<file path="src/rtl/alu_share_arbiter.sv">
// Round-robin arbiter sharing one combinational ALU between two valid/ready requesters.
// Define ALU_ARB_STATS_EN to add saturating per-requester grant counters with stat_clr.
module alu_share_arbiter #(
  parameter int unsigned WIDTH = 5
`ifdef ALU_ARB_STATS_EN
  , parameter int unsigned STAT_W = 8
`endif
) (
  input  logic             clk,
  input  logic             reset,
  input  logic             req0_valid,
  output logic             req0_ready,
  input  logic [WIDTH-1:0] req0_a,
  input  logic [WIDTH-1:0] req0_b,
  input  logic             req0_op,
  input  logic             req1_valid,
  output logic             req1_ready,
  input  logic [WIDTH-1:0] req1_a,
  input  logic [WIDTH-1:0] req1_b,
  input  logic             req1_op,
  output logic [WIDTH-1:0] alu_a,
  output logic [WIDTH-1:0] alu_b,
  output logic             alu_op,
  input  logic [WIDTH-1:0] alu_result,
  input  logic             alu_cf,
  input  logic             alu_sf,
  input  logic             alu_zf,
  output logic             rsp_valid,
  input  logic             rsp_ready,
  output logic             rsp_id,
  output logic [WIDTH-1:0] rsp_result,
  output logic             rsp_cf,
  output logic             rsp_sf,
  output logic             rsp_zf,
  output logic             busy
`ifdef ALU_ARB_STATS_EN
  ,
  input  logic              stat_clr,
  output logic [STAT_W-1:0] grant_cnt0,
  output logic [STAT_W-1:0] grant_cnt1
`endif
);

  typedef enum logic [1:0] {
    IDLE = 2'd0,
    EXEC = 2'd1,
    RESP = 2'd2
  } state_t;

  state_t state;
  state_t state_nxt;
  logic   last_grant;
  logic   grant;
  logic   accept;

  // On a tie the requester that was not served last wins.
  always_comb begin
    grant = req1_valid;
    if (req0_valid && req1_valid) begin
      grant = ~last_grant;
    end
  end

  always_ff @(posedge clk or posedge reset) begin
    if (reset) begin
      state <= IDLE;
    end else begin
      state <= state_nxt;
    end
  end

  always_comb begin
    state_nxt  = state;
    req0_ready = 1'b0;
    req1_ready = 1'b0;
    accept     = 1'b0;
    unique case (state)
      IDLE: begin
        if (req0_valid || req1_valid) begin
          accept     = 1'b1;
          req0_ready = ~grant;
          req1_ready = grant;
          state_nxt  = EXEC;
        end
      end
      EXEC: state_nxt = RESP;
      RESP: begin
        if (rsp_valid && rsp_ready) begin
          state_nxt = IDLE;
        end
      end
      default: state_nxt = IDLE;
    endcase
  end

  // Operand launch on the handshake, result capture one cycle later.
  always_ff @(posedge clk or posedge reset) begin
    if (reset) begin
      alu_a      <= '0;
      alu_b      <= '0;
      alu_op     <= 1'b0;
      rsp_id     <= 1'b0;
      last_grant <= 1'b1;
      rsp_valid  <= 1'b0;
      rsp_result <= '0;
      rsp_cf     <= 1'b0;
      rsp_sf     <= 1'b0;
      rsp_zf     <= 1'b0;
    end else begin
      if (accept) begin
        alu_a      <= grant ? req1_a : req0_a;
        alu_b      <= grant ? req1_b : req0_b;
        alu_op     <= grant ? req1_op : req0_op;
        rsp_id     <= grant;
        last_grant <= grant;
      end
      if (state == EXEC) begin
        rsp_result <= alu_result;
        rsp_cf     <= alu_cf;
        rsp_sf     <= alu_sf;
        rsp_zf     <= alu_zf;
        rsp_valid  <= 1'b1;
      end else if (state == RESP && rsp_ready) begin
        rsp_valid  <= 1'b0;
      end
    end
  end

  assign busy = (state != IDLE);

`ifdef ALU_ARB_STATS_EN
  localparam logic [STAT_W-1:0] STAT_MAX = '1;

  // Saturating grant counters; a clear wins over a coincident grant.
  always_ff @(posedge clk or posedge reset) begin
    if (reset) begin
      grant_cnt0 <= '0;
      grant_cnt1 <= '0;
    end else if (stat_clr) begin
      grant_cnt0 <= '0;
      grant_cnt1 <= '0;
    end else begin
      if (req0_ready && grant_cnt0 != STAT_MAX) begin
        grant_cnt0 <= grant_cnt0 + STAT_W'(1);
      end
      if (req1_ready && grant_cnt1 != STAT_MAX) begin
        grant_cnt1 <= grant_cnt1 + STAT_W'(1);
      end
    end
  end
`endif

endmodule

</file>
<file path="config.mk">
export PLATFORM = sky130hd
export DESIGN_NAME = alu_share_arbiter
export DESIGN_NICKNAME = d
export VERILOG_FILES = /design/src/rtl/alu_share_arbiter.sv
export SDC_FILE = /design/constraint.sdc
export NUM_CORES = 1
export LEC_CHECK = 0
export ABC_AREA = 1
export CORE_ASPECT_RATIO = 1.75
export CORE_UTILIZATION = 38
export CTS_CLUSTER_SIZE = 24
export DETAILED_ROUTE_END_ITERATION = 12
export PLACE_DENSITY = 0.89
export SYNTH_ARGS = -nofsm -noshare
export SYNTH_HDL_FRONTEND = slang
export SYNTH_SLANG_ARGS = --single-unit
</file>
<file path="constraint.sdc">
create_clock -name clk -period 1.4 [get_ports clk]
set_input_delay 0.28 -clock clk [delete_from_list [all_inputs] [get_ports clk]]
set_output_delay 0.28 -clock clk [all_outputs]
set_load 0.05 [all_outputs]
</file>
==> impl_metrics.yaml, run 1 <==
run_status:
  outcome: "finished, violations left"
  violations: "negative setup slack"
timing:
  drv_slew: 0
  fin_crit_sh_pct: 111
  final_hold_viol_count: 0
  tightest_slew_ps: 210
  maxSlewHeadroom_pct: 86.0
  clock.fmax_ghz: 0.646
  finClkSkew_ps: 1.67
  setup_ws_ps: -148
  fin_crit_ps: 1550
  rsz0062_at_grt: "true"
  finalSetupViolations: 3
routing:
  routedWlPerCell_um: 13.1
  vias: 1192
  postRouteAntennaNets: 0
  drt_iter0_drc: 19
  routed_wl_mm: 3.20
  drc: 0
  dr.pass1.iters: 4
  vias_per_cell: 4.89
grt:
  grt_pass1_wl_mm: 5.02
  grt_max_degree: 25
  grt_usage_pct: 21.1
  grt_pass1_vias: 1231
  gr-total-overflow: 0
  antenna_found_initial: 0
critical_path:
  worst-path-buf-inv: 3
  worst_path_max_delay_cell: "dfrtp_1"
  crit_required_ps: 1120
  max_stage_delay_ps: 400
  cp_max_fo: 3
  start_kind: "flop"
  path_common_cell: "inv_2"
  path_cells: "inv_2 -> nand2_8 -> nor2_4 -> inv_2 -> a21oi_4 -> buf_12"
  critical_path_class: "reg2out"
  path_delay_family: "flip-flops"
  critPathArrivalTime_ps: 1270
  crit_path_end_kind: "output pin"
place:
  placed_cells: 233
  gp_congestion: 0.701
  place.detailed.hpwl_mm: 2.42
  io_buffers: 58
  place_ws_ps: -228
power_and_ir_drop:
  power_density_nw_per_um2: 2640
  netSwitchingFraction_pct: 45.6
  p_total_mw: 5.70
  clkPwrFrac_pct: 8.2
  p_leak_nw: 1.10
  p_int_mw: 3.10
  seq_power_share_pct: 24.3
  vdd_drop_max_mv: 1.75
  net-switching-power_mw: 2.60
  power_frac_comb_pct: 67.4
synth:
  synth_seq_area_share_pct: 54.1
  yosys.area_share.adder_pct: 0
  netlist_area_um2: 1110
  synthCells: 144
  synthMuxAreaShare_pct: 0
  yosys.area_share.xor_xnor_pct: 0
  ys_types: 15
  syn-num-nets: 179
  yosys.area_share.simple_pct: 37.7
  synth_top_family_by_area: "simple AND/OR/NAND/NOR gates"
  ys_seq_elements: 24
  yosysWarnings: 0
  syn_avg_cell_area_um2: 7.72
  synth_compound_gate_area_share_pct: 1.91
floorplan:
  io_pins: 59
  dieArea_um2: 3160
  core_area_um2: 2750
  row_count: 25
  die_h_um: 73.6
  dieWidth_um: 42.9
  start_util_pct: 40.4
cells_and_area:
  fin_util_pct: 78.4
  nets: 253
  drive_gt1_share_pct: 26.3
  antennaDiodeCount: 0
  final_cells: 244
  mostFrequentLayoutCell: "nand2_1"
  mostFrequentLayoutCells: "nand2_1 (76), clkdlybuf4s50_1 (32), buf_12 (25)"
  syn_to_final_growth_pct: 93.9
  fill_cells: 176
hold_path:
  hold_class: "in2async"
cts:
  cts_tree: "done"
  clk_pin_slew_worst_paths_ps: 80
  htree_levels: 1
  cts_buffers: 3
  clockRootBuffer: "clkbuf_8"
  cts_sinks: 24
  cts_buffer_depth: 2
  clk_latency_ps: 270
flow_run:
  drv_cap: 0
-- synth_stat cells (all sizes together) --
cell,count,share of area [%]
buf,7,3.9
o21ai,1,0.45
nand2,80,27
dfstp,1,2.4
nand3,19,8.5
inv,7,2.4
dfrtp,23,52
o211ai,1,0.68
nor2,3,1.7
a21oi,1,0.79
nor3,1,0.45
-- flip-flops by register name, summed over array words and instances (netlist names) --
| signal | count |
|---|---|
| alu_a | 5 |
| alu_b | 5 |
| rsp_result | 5 |
| state | 2 |
| alu_op | 1 |
| last_grant | 1 |
| rsp_cf | 1 |
| rsp_id | 1 |
| rsp_sf | 1 |
| rsp_valid | 1 |
| rsp_zf | 1 |
-- metal layers --
| layer | track usage (%) | share of wire [%] |
|---|---|---|
| met1 | 20.5 | 33 |
| met2 | 43.4 | 61 |
| met4 | 6.94 | 1.2 |
| met3 | 2.46 | 4.1 |
| met5 | 0 | 0 |
-- worst min-delay path, stage by stage --
cell	delay [ps]
clkdlybuf4s50_1	390
inv_1	100
buf_12	190
-- stage by stage --
step / hold slack (ps) / area, um2 / setup TNS (ps)
2_1_floorplan: 294 / 1140 / -99.6
3_3_place_gp: 451 / 2040 / -1540
3_5_place_dp: 462 / 2040 / -1920
4_1_cts: 352 / 2140 / -251
5_1_grt: 358 / 2160 / -396
6_report: 342 / 2160 / -246
-- worst paths after layout --
path / start / end / depth (start not counted) / slack (ps)
max in group asynchronous: reset / last_grant / 3 / 840
worst min-delay path: reset / alu_a[4] / 3 / 340
worst min register to register: last_grant / last_grant / 2 / 500
min in group clk: last_grant / last_grant / 2 / 500
worst max register to register: state[0] / alu_a[2] / 9 / 80
worst max-delay path: state[0] / req0_ready / 6 / -150
-- power groups by stage --
| stage | clock, mW | combinational [mW] | sequential, mW |
|---|---|---|---|
| after floorplan | 0 | 0.976 | 2.22 |
| after global placement | 0 | 3.65 | 1.38 |
| after global routing | 0.509 | 4.06 | 1.43 |
| after CTS | 0.478 | 3.81 | 1.38 |
| after detailed placement | 0 | 3.70 | 1.39 |
| final | 0.469 | 3.84 | 1.38 |
-- kinds of logic after synthesis --
logic type,after synthesis
and+or+nand+nor,103
DFF,24
AOI/OAI and AO/OA,3
buffers and inverters,14
-- cell type report --
class	count	area (um2)	area share [%]
tap	27	33.8	1.57
timing repair buffer	76	966	44.8
inverter	7	26.3	1.22
sequential	24	602	27.9
clock buffer	4	55.1	2.55
multi-input combinational	106	474	22.0
-- timing repair --
action / in CTS / in global routing
hold buffers: 0 / 0
pin swaps: 2 / 0
gates resized for setup: 3 / 2
buffers inserted: 5 / 2
setup endpoints to repair: 2 / 3
Note: power is estimated with default switching activity, not from simulation.
==> run 2, diff against run 1 <==
--- a/config.mk
+++ b/config.mk
@@ -6,11 +6,13 @@
 export NUM_CORES = 1
 export LEC_CHECK = 0
 export ABC_AREA = 1
+export CAP_MARGIN = 20
 export CORE_ASPECT_RATIO = 1.75
-export CORE_UTILIZATION = 38
+export CORE_UTILIZATION = 40
+export CTS_BUF_LIST = sky130_fd_sc_hd__clkbuf_2
 export CTS_CLUSTER_SIZE = 24
 export DETAILED_ROUTE_END_ITERATION = 12
-export PLACE_DENSITY = 0.89
+export PLACE_DENSITY = 0.93
 export SYNTH_ARGS = -nofsm -noshare
 export SYNTH_HDL_FRONTEND = slang
 export SYNTH_SLANG_ARGS = --single-unit
==> run 2 against run 1 <==
Net effect:
- the run still ends with negative setup slack left
- utilization rose by 0.65 points
- highest routed layer unchanged
- count of clock-buffer cells in the layout is 1 lower
- first-iteration DRC count rose by 74%
- clock power fell by 41%
- largest cell class unchanged
- via count fell by 0.59%
- global-route usage up 1.8 points
==> impl_metrics.yaml, run 2 (synthesized netlist as in run 1, its figures left out) <==
grt:
  grt_pass1_wl_mm: 5.30
  grt_pass1_vias: 1213
  grt_usage_pct: 22.9
  grt_max_degree: 25
  gr-total-overflow: 0
  antenna_found_initial: 0
cells_and_area:
  fill_cells: 154
  mostFrequentLayoutCell: "nand2_1"
  reg_top3: "alu_a (5), alu_b (5), rsp_result (5)"
  drive_gt1_share_pct: 24.8
  fin_util_pct: 79.0
  antennaDiodeCount: 0
  syn_to_final_growth_pct: 88.9
  multi_input_area_um2: 474
  nets: 250
  mostFrequentLayoutCells: "nand2_1 (76), clkdlybuf4s50_1 (34), buf_12 (25)"
  final_cells: 241
  regArea_um2: 602
timing:
  finClkSkew_ps: 2.39
  final_hold_viol_count: 0
  rsz0062_at_grt: "true"
  tightest_slew_ps: 226
  setup_ws_ps: -312
  whs_ps: 218
  maxSlewHeadroom_pct: 85.0
  fin_crit_sh_pct: 122
  fin_crit_ps: 1710
  clock.fmax_ghz: 0.584
  finalSetupViolations: 3
  drv_slew: 0
routing:
  routed_wl_mm: 3.27
  top_layer_used: "met4"
  met3_wirelength_um: 187
  vias: 1185
  vias_per_cell: 4.92
  m1WireLength_mm: 1.21
  met2_length_mm: 1.81
  postRouteAntennaNets: 0
  routedWlPerCell_um: 13.6
  drc: 0
  dr.pass1.iters: 4
  drt_iter0_drc: 33
floorplan:
  die_h_um: 71.8
  row_count: 25
  start_util_pct: 41.8
  dieWidth_um: 41.9
  dieArea_um2: 3000
  core_area_um2: 2660
  io_pins: 59
critical_path:
  critPathArrivalTime_ps: 1430
  crit_path_end_kind: "output pin"
  critical_path_class: "reg2out"
  reg2reg_slack_ps: 80
  start_kind: "flop"
  cp_max_fo: 3
  crit_required_ps: 1120
place:
  place.detailed.hpwl_mm: 2.44
  gp_congestion: 0.745
  placed_cells: 230
  io_buffers: 58
  place_ws_ps: -215
power_and_ir_drop:
  power_density_nw_per_um2: 2620
  vdd_drop_max_mv: 1.84
  p_leak_nw: 1.07
flow_run:
  drv_cap: 0
cts:
  clk_pin_slew_worst_paths_ps: 230
  cts_tree: "done"
  clockRootBuffer: "clkbuf_2"
  cts_buffers: 3
  htree_levels: 1
  cts_buffer_depth: 2
  cts_sinks: 24
  clk_latency_ps: 340
run_status:
  violations: "negative setup slack"
  outcome: "finished, violations left"
hold_path:
  hold_class: "in2async"
-- run 2: cell count changes in the layout (fill, tap and decap cells not counted), sizes merged --
cell,delta
buf,-3
clkdlybuf4s50,+2
clkbuf,-1
dlygate4sd2,-2
clkinv,+1
-- run 2: critical path, cell delays in order, from the launching register on --
cell and delay [ps]:
dfrtp_1 460, inv_2 120, nand2_8 70, nor2_4 100
inv_2 60, a21oi_4 140, buf_12 150
-- run 2: power by group --
part           switching, mW  internal [mW]  leakage [nW]  total, mW
Sequential             0.356           1.04         0.293       1.39
Combinational           2.05           1.79         0.759       3.83
Clock                  0.213         0.0621        0.0140      0.275
Total                   2.62           2.88          1.07       5.50
-- run 2: worst paths after layout --
kind                          startpoint            end  depth (start not counted)
setup / recovery                state[1]     req0_ready                          6
hold / removal                     reset       alu_b[2]                          3
setup reg to reg                state[1]       alu_a[3]                          8
max in group asynchronous          reset     last_grant                          3
hold reg to reg               last_grant     last_grant                          2
min in group clk           alu_result[1]  rsp_result[1]                          3
-- run 2: metrics by stage --
step / instance area [um2] / setup TNS [ps] / power, mW
finish: 2100 / -681 / 5.50
global route: 2100 / -834 / 5.75
CTS: 2090 / -661 / 5.46
detailed placement: 2020 / -1460 / 5.08
global placement: 2020 / -752 / 4.99
floorplan: 1140 / -99.6 / 3.20
-- run 2: cell type report --
class                      instances  share of cell area (%)
clock buffer                       3                   0.715
clock inverter                     1                   0.179
inverter                           7                    1.25
multi-input combinational        106                    22.6
sequential                        24                    28.6
tap                               27                    1.61
timing repair buffer              73                    45.0
-- run 2: per-layer routing --
metal / up-vias / track usage, %
li1: 589 / -
met1: 553 / 24.0
met2: 36 / 42.9
met3: 7 / 5.29
met4: 0 / 8.96
met5: - / 0
-- run 2: what timing repair did --
item / CTS / global route
gates resized for setup: 0 / 3
setup endpoints to repair: 3 / 4
pin swaps: 3 / 1
setup buffers: 6 / 1
hold buffers: 0 / 0
==> run 3, diff against run 2 <==
--- a/config.mk
+++ b/config.mk
@@ -8,11 +8,10 @@
 export ABC_AREA = 1
 export CAP_MARGIN = 20
 export CORE_ASPECT_RATIO = 1.75
-export CORE_UTILIZATION = 40
-export CTS_BUF_LIST = sky130_fd_sc_hd__clkbuf_2
+export CORE_UTILIZATION = 38
 export CTS_CLUSTER_SIZE = 24
 export DETAILED_ROUTE_END_ITERATION = 12
-export PLACE_DENSITY = 0.93
+export PLACE_DENSITY = 0.89
 export SYNTH_ARGS = -nofsm -noshare
 export SYNTH_HDL_FRONTEND = slang
 export SYNTH_SLANG_ARGS = --single-unit
==> results of run 3 <==
Final layout, timing and power as in run 1 (identical DEF).
